## src/rtl/serial_tx_arbiter.sv

```systemverilog
// Round-robin arbiter that shares one UART transmitter between NREQ byte-stream sources.
// Define TXARB_HEADER_EN to prefix each packet with the header bytes {8'hA0 | source, length}.
module serial_tx_arbiter #(
  parameter int NREQ = 3
) (
  input  logic              clk,
  input  logic              rstn,
  input  logic [NREQ-1:0]   req,
  input  logic [8*NREQ-1:0] len,
  input  logic [8*NREQ-1:0] rd_data,
  output logic [7:0]        rd_addr,
  output logic [NREQ-1:0]   grant,
  output logic [NREQ-1:0]   done,
  input  logic              tx_busy,
  output logic              tx_start,
  output logic [7:0]        tx_data,
  output logic              busy
);
  localparam int IDX_W = (NREQ > 1) ? $clog2(NREQ) : 1;

  typedef enum logic [2:0] {IDLE, FETCH, LOAD, WAITTX, START, ACK} state_t;

  state_t          state_reg;
  logic [IDX_W-1:0] last_reg;
  logic [7:0]      cnt_len_reg;
  logic [7:0]      rd_addr_reg;
  logic [7:0]      tx_data_reg;
  logic [NREQ-1:0] grant_reg;
  logic [NREQ-1:0] done_reg;
  logic            tx_start_reg;
  logic            busy_reg;
  logic [1:0]      ack_cnt_reg;
`ifdef TXARB_HEADER_EN
  logic [1:0]      hdr_reg;
`endif

  logic [7:0] len_arr [NREQ];
  logic [7:0] rd_arr  [NREQ];

  genvar gi;
  generate
    for (gi = 0; gi < NREQ; gi++) begin : g_slice
      assign len_arr[gi] = len[8*gi +: 8];
      assign rd_arr[gi]  = rd_data[8*gi +: 8];
    end
  endgenerate

  // Search upward from the source after the last winner, wrapping around.
  logic             req_any;
  logic [IDX_W-1:0] winner;
  logic [NREQ-1:0]  winner_onehot;
  int               idx;

  always_comb begin
    req_any = 1'b0;
    winner  = '0;
    idx     = 0;
    for (int k = 1; k <= NREQ; k++) begin
      idx = (int'(last_reg) + k) % NREQ;
      if (!req_any && req[idx]) begin
        req_any = 1'b1;
        winner  = IDX_W'(idx);
      end
    end
  end

  assign winner_onehot = NREQ'(1) << winner;

  always_ff @(posedge clk or negedge rstn) begin
    if (!rstn) begin
      state_reg    <= IDLE;
      last_reg     <= IDX_W'(NREQ - 1);
      cnt_len_reg  <= '0;
      rd_addr_reg  <= '0;
      tx_data_reg  <= '0;
      grant_reg    <= '0;
      done_reg     <= '0;
      tx_start_reg <= 1'b0;
      busy_reg     <= 1'b0;
      ack_cnt_reg  <= '0;
`ifdef TXARB_HEADER_EN
      hdr_reg      <= '0;
`endif
    end else begin
      done_reg     <= '0;
      tx_start_reg <= 1'b0;
      case (state_reg)
        IDLE: begin
          if (req_any) begin
            last_reg    <= winner;
            cnt_len_reg <= len_arr[winner];
            rd_addr_reg <= '0;
`ifdef TXARB_HEADER_EN
            grant_reg   <= winner_onehot;
            tx_data_reg <= 8'hA0 | 8'(winner);
            hdr_reg     <= 2'd2;
            busy_reg    <= 1'b1;
            state_reg   <= WAITTX;
`else
            if (len_arr[winner] == 8'd0) begin
              done_reg <= winner_onehot;
            end else begin
              grant_reg <= winner_onehot;
              busy_reg  <= 1'b1;
              state_reg <= FETCH;
            end
`endif
          end
        end
        FETCH: state_reg <= LOAD;
        LOAD: begin
          tx_data_reg <= rd_arr[last_reg];
          state_reg   <= WAITTX;
        end
        WAITTX: begin
          if (!tx_busy) begin
            tx_start_reg <= 1'b1;
            state_reg    <= START;
          end
        end
        START: begin
          ack_cnt_reg <= '0;
          state_reg   <= ACK;
        end
        ACK: begin
          // Leave on the UART's busy edge, or after four cycles if that edge was missed.
          if (tx_busy || ack_cnt_reg == 2'd3) begin
`ifdef TXARB_HEADER_EN
            if (hdr_reg == 2'd2) begin
              tx_data_reg <= cnt_len_reg;
              hdr_reg     <= 2'd1;
              state_reg   <= WAITTX;
            end else if (hdr_reg == 2'd1) begin
              hdr_reg <= 2'd0;
              if (cnt_len_reg == 8'd0) begin
                done_reg  <= grant_reg;
                grant_reg <= '0;
                busy_reg  <= 1'b0;
                state_reg <= IDLE;
              end else begin
                state_reg <= FETCH;
              end
            end else
`endif
            if (rd_addr_reg == cnt_len_reg - 8'd1) begin
              done_reg  <= grant_reg;
              grant_reg <= '0;
              busy_reg  <= 1'b0;
              state_reg <= IDLE;
            end else begin
              rd_addr_reg <= rd_addr_reg + 8'd1;
              state_reg   <= FETCH;
            end
          end else begin
            ack_cnt_reg <= ack_cnt_reg + 2'd1;
          end
        end
        default: state_reg <= IDLE;
      endcase
    end
  end

  assign rd_addr  = rd_addr_reg;
  assign grant    = grant_reg;
  assign done     = done_reg;
  assign tx_start = tx_start_reg;
  assign tx_data  = tx_data_reg;
  assign busy     = busy_reg;

endmodule

```

## config.mk

```make
export PLATFORM = sky130hd
export DESIGN_NAME = serial_tx_arbiter
export DESIGN_NICKNAME = d
export VERILOG_FILES = /design/src/rtl/serial_tx_arbiter.sv
export SDC_FILE = /design/constraint.sdc
export NUM_CORES = 1
export LEC_CHECK = 0
export ABC_CLOCK_PERIOD_IN_PS = 10070
export CAP_MARGIN = 20
export CORE_MARGIN = 4
export CORE_UTILIZATION = 40
export DETAILED_ROUTE_END_ITERATION = 10
export GPL_ROUTABILITY_DRIVEN = 0
export PLACE_DENSITY_LB_ADDON = 0.12
export SLEW_MARGIN = 30
export SYNTH_ARGS = -nofsm -noshare
export SYNTH_HDL_FRONTEND = slang
export SYNTH_SLANG_ARGS = --single-unit
```

## constraint.sdc

```tcl
create_clock -name clk -period 10.07 [get_ports clk]
set_clock_uncertainty 0.2 [all_clocks]
set_input_delay 2.014 -clock clk [delete_from_list [all_inputs] [get_ports clk]]
set_output_delay 2.014 -clock clk [all_outputs]
set_load 0.005 [all_outputs]
```

-- Yosys cells after proc, flatten, opt, wreduce, memory -nomap -nowiden
Cells that the tools add are included.
- output and inout port bits: 24
- bits of input ports: 54
- logic and storage cells: 105
- register bits: 39
- equality and inequality tests: 14
- divide/modulo/power cells: 3
- multiplexer cells: 50
- shift-type cells: 1
- reduce and logical (&&, ||, !) cells: 14
- add/subtract/negate cells: 6
- bitwise logic cells: 2
- $lt $le $gt $ge: 5
- operators by type and width (cell ; count):
    $lt 32x4->1 const B ; 3
    $mod 32x3->32 const B ; 3
    $mux 8 ; 7
    $mux 3 ; 12
    $bmux 8 s2 ; 2
    $pmux 3 s6 ; 1
    $mux 1 ; 16
    $pmux 8 s2 ; 1
    $ne 2x2->1 const B ; 7
    $pmux 3 s2 ; 2
    $add 8x1->8 const B ; 1
    $eq 8x8->1 ; 1
    $logic_not 8->1 ; 1
    $mux 2 ; 4
    $reduce_and 4->1 ; 2
    $sub 8x1->8 const B ; 1
    $add 2x2->3 const B ; 2
    $bmux 1 s2 ; 3
    $eq 3x2->1 const B ; 2
    $eq 3x3->1 const B ; 2
    $ge 3x3->1 const B ; 2
    $not 2->3 ; 2
    $reduce_and 5->1 ; 1
    $pmux 2 s2 ; 1
    other kinds (12) ; 16

-- Logic depth before layout (Yosys ltp)
- depth in word-level cells: 20
- gate-level depth with buffers: 13
- mapped depth without buffers: 10

-- Least setup slack after synthesis
Ideal clock, no wire load.
- kind: in2reg
- start point: input port req[2]
- end point: register busy_reg (netlist: busy)
- setup time: 128 ps
- arrival: 3929 ps
- slack: 5813 ps
- data required time: 9742 ps
- stages: 8
- path buffers: 0
- cells stage by stage: nand3b_1 -> a2111o_1 -> a21o_1 -> nand2_1 -> o221ai_1 -> nor4_1 -> a21oi_2 -> mux2_1
- word-level cells in the longest chain between the ends: 17
- RTL lines (element ; RTL line ; source):
    start: declaration ; 8 ; input logic [NREQ-1:0] req,
    $bmux 1 s2 ; 60 ; if (!req_any && req[idx]) begin
    $mux 1 (implied by the code) (2 in a row) ; 60 ;
    $mux 1 ; 60 ;
    $logic_not 1->1 ; 60 ;
    $logic_and 1x1->1 ; 60 ;
    $mux 1 ; 60 ;
    $logic_not 1->1 ; 60 ;
    $logic_and 1x1->1 ; 60 ;
    $mux 2 ; 60 ;
    $not 2->3 (implied by the code) ; 100 ; if (len_arr[winner] == 8'd0) begin
    $bmux 8 s2 ; 100 ;
    $mux 8 (implied by the code) (2 in a row) ; 100 ;
    $logic_not 8->1 ; 100 ;
    $ne 2x2->1 (no line) ; n/a ;
    $reduce_and 5->1 (no line) (*) ; n/a ;
    end signal: assignment ; 79 ; busy_reg <= 1'b0;
    end signal: assignment ; 104 ; busy_reg <= 1'b1;
    end signal: assignment ; 148 ; busy_reg <= 1'b0;
    end: declaration ; 31 ; logic busy_reg;
Mark *: on every way between the ends. The rest lies on a longest branch, timed or not. The select of a mux whose other input is x is not followed.
A chain may end at the register's enable or synchronous reset.

-- Final worst setup path
- start point: input port req[1]
- end point: register rd_addr_reg[5] (netlist: rd_addr[5])
- word-level cells in the longest chain between the ends: 12
- RTL lines (element ; RTL line ; source):
    $bmux 1 s2 ; 60 ;
    $mux 1 (implied by the code) (2 in a row) ; 60 ;
    $mux 1 ; 60 ;
    $logic_not 1->1 ; 60 ;
    $logic_and 1x1->1 ; 60 ;
    $mux 1 ; 60 ;
    $logic_not 1->1 ; 60 ;
    $logic_and 1x1->1 ; 60 ;
    $mux 1 (*) ; 60 ;
    $ne 2x2->1 (no line) (*) ; n/a ;
    $reduce_and 4->1 (no line) (*) ; n/a ;
    end signal: assignment ; 151 ; rd_addr_reg <= rd_addr_reg + 8'd1;
    end: declaration ; 26 ; logic [7:0] rd_addr_reg;
Marks and branches as above.

==> flow_metrics.py <==
metrics = {
    "critical_path": {
        "crit_type": "input port to flip-flop",
        "critPathArrivalTime_ns": 4.84,
        "r2r-start": "last_reg[0]",
        "critical_path.endpoint_type": "flip-flop",
        "worstPathRequired_ns": 10.01,
        "critPathLaunchType": "input port",
        "cp_max_fo": 16,
        "crit_path_start": "req[1]",
    },
    "placement": {
        "pre_cts_ws_ns": 4.71,
        "place_area_um2": 3440,
        "place_hpwl_um": 5340,
        "port_buffers": 77,
    },
    "run": {
        "max_cap_viol_count": 0,
    },
    "run_status": {
        "run_status": "complete, no violations",
    },
    "pwr": {
        "power_leakage_nw": 1.44,
        "ir_drop_uv": 176,
        "powerDensity_nw_per_um2": 267,
    },
    "hold_path": {
        "min_from": "busy",
        "hold_class": "flip-flop to flip-flop",
    },
    "clock_network": {
        "postCtsSetupBuffers": 0,
        "clkTransAtPathRegs_ns": 0.07,
        "htreeDepth": 2,
        "cts_resized": 0,
        "insertion_delay_ns": 0.28,
        "cts_hold_buf": 0,
        "cts_tree": "built",
        "cts_num_sinks": 39,
        "cts_buffer_depth": 2,
        "root_buffer": "clkbuf_8",
        "cts_buffers": 5,
    },
    "routing": {
        "drtPass1Iterations": 4,
        "routed_wirelength_um": 7050,
        "detail-route-antenna-nets": 0,
        "vias": 2503,
        "drcViolationCount": 0,
        "wire_per_inst_um": 15.2,
        "viasPerCell": 5.38,
        "drt_iter0_markers": 107,
    },
    "cells_and_area": {
        "layout.cells.most_common": "clkdlybuf4s50_1",
        "area.growth.synth_to_final_pct": 34.3,
        "diodes": 0,
        "final_cell_mix": "76 x clkdlybuf4s50_1, 42 x nand2_1, 38 x dfrtp_1, 27 x nor2_1, 26 x a21oi_1",
        "nNetsFinal": 448,
        "stdcell_area_um2": 3540,
        "final_util_pct": 55.4,
        "drive_gt1_share_pct": 4.12,
    },
    "sta": {
        "min_period_ns": 4.90,
        "finalSetupViolCount": 0,
        "final.setup.tns_ns": 0,
        "worst_pin_slew_ns": 0.943,
        "finalCritPeriodShare_pct": 48.6,
        "final_max_slew_viol_count": 0,
        "worst_slack_ns": 5.17,
        "relSlewSlack_pct": 36.7,
        "hold_slack_ns": 0.328,
        "finalHoldViolCount": 0,
        "rsz0062_at_grt": "no",
        "max_freq_mhz": 204,
    },
    "floorplan": {
        "fp.dieH_um": 89.1,
        "rows": 29,
        "io_pins": 78,
        "dieArea_um2": 7950,
        "die_w_um": 89.1,
        "coreArea_um2": 6390,
        "start_util_pct": 41.2,
    },
    "synthesis": {
        "synth_area_um2": 2630,
        "ys.flop_type": "dfrtp_1",
        "syn_nets": 378,
        "yosys_warnings": 0,
        "synth_seq_cells": 39,
        "postSynthCellCount": 317,
        "seq_area_frac_synth_pct": 37.1,
        "ys_async_sr_fraction_pct": 100,
        "ys_types": 55,
        "synth-edff-count": 0,
        "syn_area_per_cell_um2": 8.31,
    },
    "global_route": {
        "grt_max_degree": 40,
        "grtUsageTotal_pct": 17.3,
        "grt_pass1_vias": 2354,
        "grt_pass1_wl_um": 11100,
        "grt-ovfl-total": 0,
        "antenna_found_initial": 0,
    },
}
through the flow:
stage	power (mW)	instances
5_1_grt	1.03	465
6_report	0.943	465
2_1_floorplan	0.665	317
3_5_place_dp	0.840	457
4_1_cts	0.944	465
3_3_place_gp	0.828	457
layout make-up:
type	instances	area, um2
fill	604	2850
multi-input combinational	243	1530
sequential	39	977
timing repair buffer	78	776
tap	77	96.3
clock buffer	8	80.1
inverter	20	75.1
cell usage after synthesis, types with 2 or more instances:
library cell | n | area [um2]
nand2b_1 | 6 | 37.5
nand3_1 | 6 | 30.0
buf_2 | 4 | 20.0
xnor2_1 | 5 | 43.8
a21o_1 | 4 | 30.0
nor2b_1 | 8 | 50.1
nand3b_1 | 3 | 22.5
nand2_1 | 42 | 158
o21ai_0 | 15 | 75.1
o211ai_1 | 8 | 60.1
mux2_1 | 3 | 33.8
o31ai_1 | 4 | 30.0
xor2_1 | 2 | 17.5
or3_1 | 6 | 37.5
a31oi_1 | 2 | 12.5
clkbuf_1 | 11 | 41.3
o21ai_1 | 6 | 30.0
nor4_1 | 3 | 18.8
o32ai_1 | 3 | 26.3
mux2i_1 | 12 | 120
a21oi_1 | 26 | 130
or4_1 | 4 | 30.0
inv_1 | 20 | 75.1
o211ai_2 | 2 | 25.0
ha_1 | 7 | 87.6
o221ai_1 | 7 | 61.3
dfrtp_1 | 38 | 951
a221oi_1 | 2 | 17.5
nor2_1 | 28 | 105
nor3_1 | 5 | 25.0
critical path, stage by stage:
cell and delay (ns):
clkdlybuf4s50_1 0.51, mux2i_1 0.24, o21ai_0 0.14, nor3_1 0.79, nand2b_1 0.45, a21o_1 0.44
or4_1 0.19, a21oi_1 0.06
power breakdown:
group	internal [mW]	switching, mW	leakage [nW]
sequential	0.217	0.0745	0.476
combinational	0.251	0.301	0.928
clock	0.0492	0.0509	0.0395
total	0.517	0.427	1.44
layer usage:
| metal | up-vias | GRT usage (%) | share of wire [%] |
|---|---|---|---|
| met3 | 4 | 4.15 | 5.6 |
| li1 | 1278 | - | - |
| met1 | 1172 | 24.8 | 48 |
| met4 | 0 | 3.25 | 0.52 |
| met2 | 49 | 26.9 | 46 |
| met5 | - | 0 | 0 |
final timing paths:
check	to	slack [ns]	cells after the start
max	rd_addr[5]	5.17	8
min	busy	0.33	1
max reg2reg	rd_addr[5]	6.06	9
min reg2reg	busy	0.33	1
max in group asynchronous	last_reg[1]	7.80	1
min in group asynchronous	rd_addr[6]	1.49	1
cells by family after synthesis:
kind of cell | synth area share (%)
XOR/XNOR | 2.33
buffers and inverters | 5.18
flip-flops | 37.1
AND/OR/NAND/NOR | 22.3
multiplexers | 5.84
adder cells (fa/ha/maj) | 3.33
AO/OA/AOI/OAI | 23.9
No activity file was read; power rests on OpenSTA's default activity.
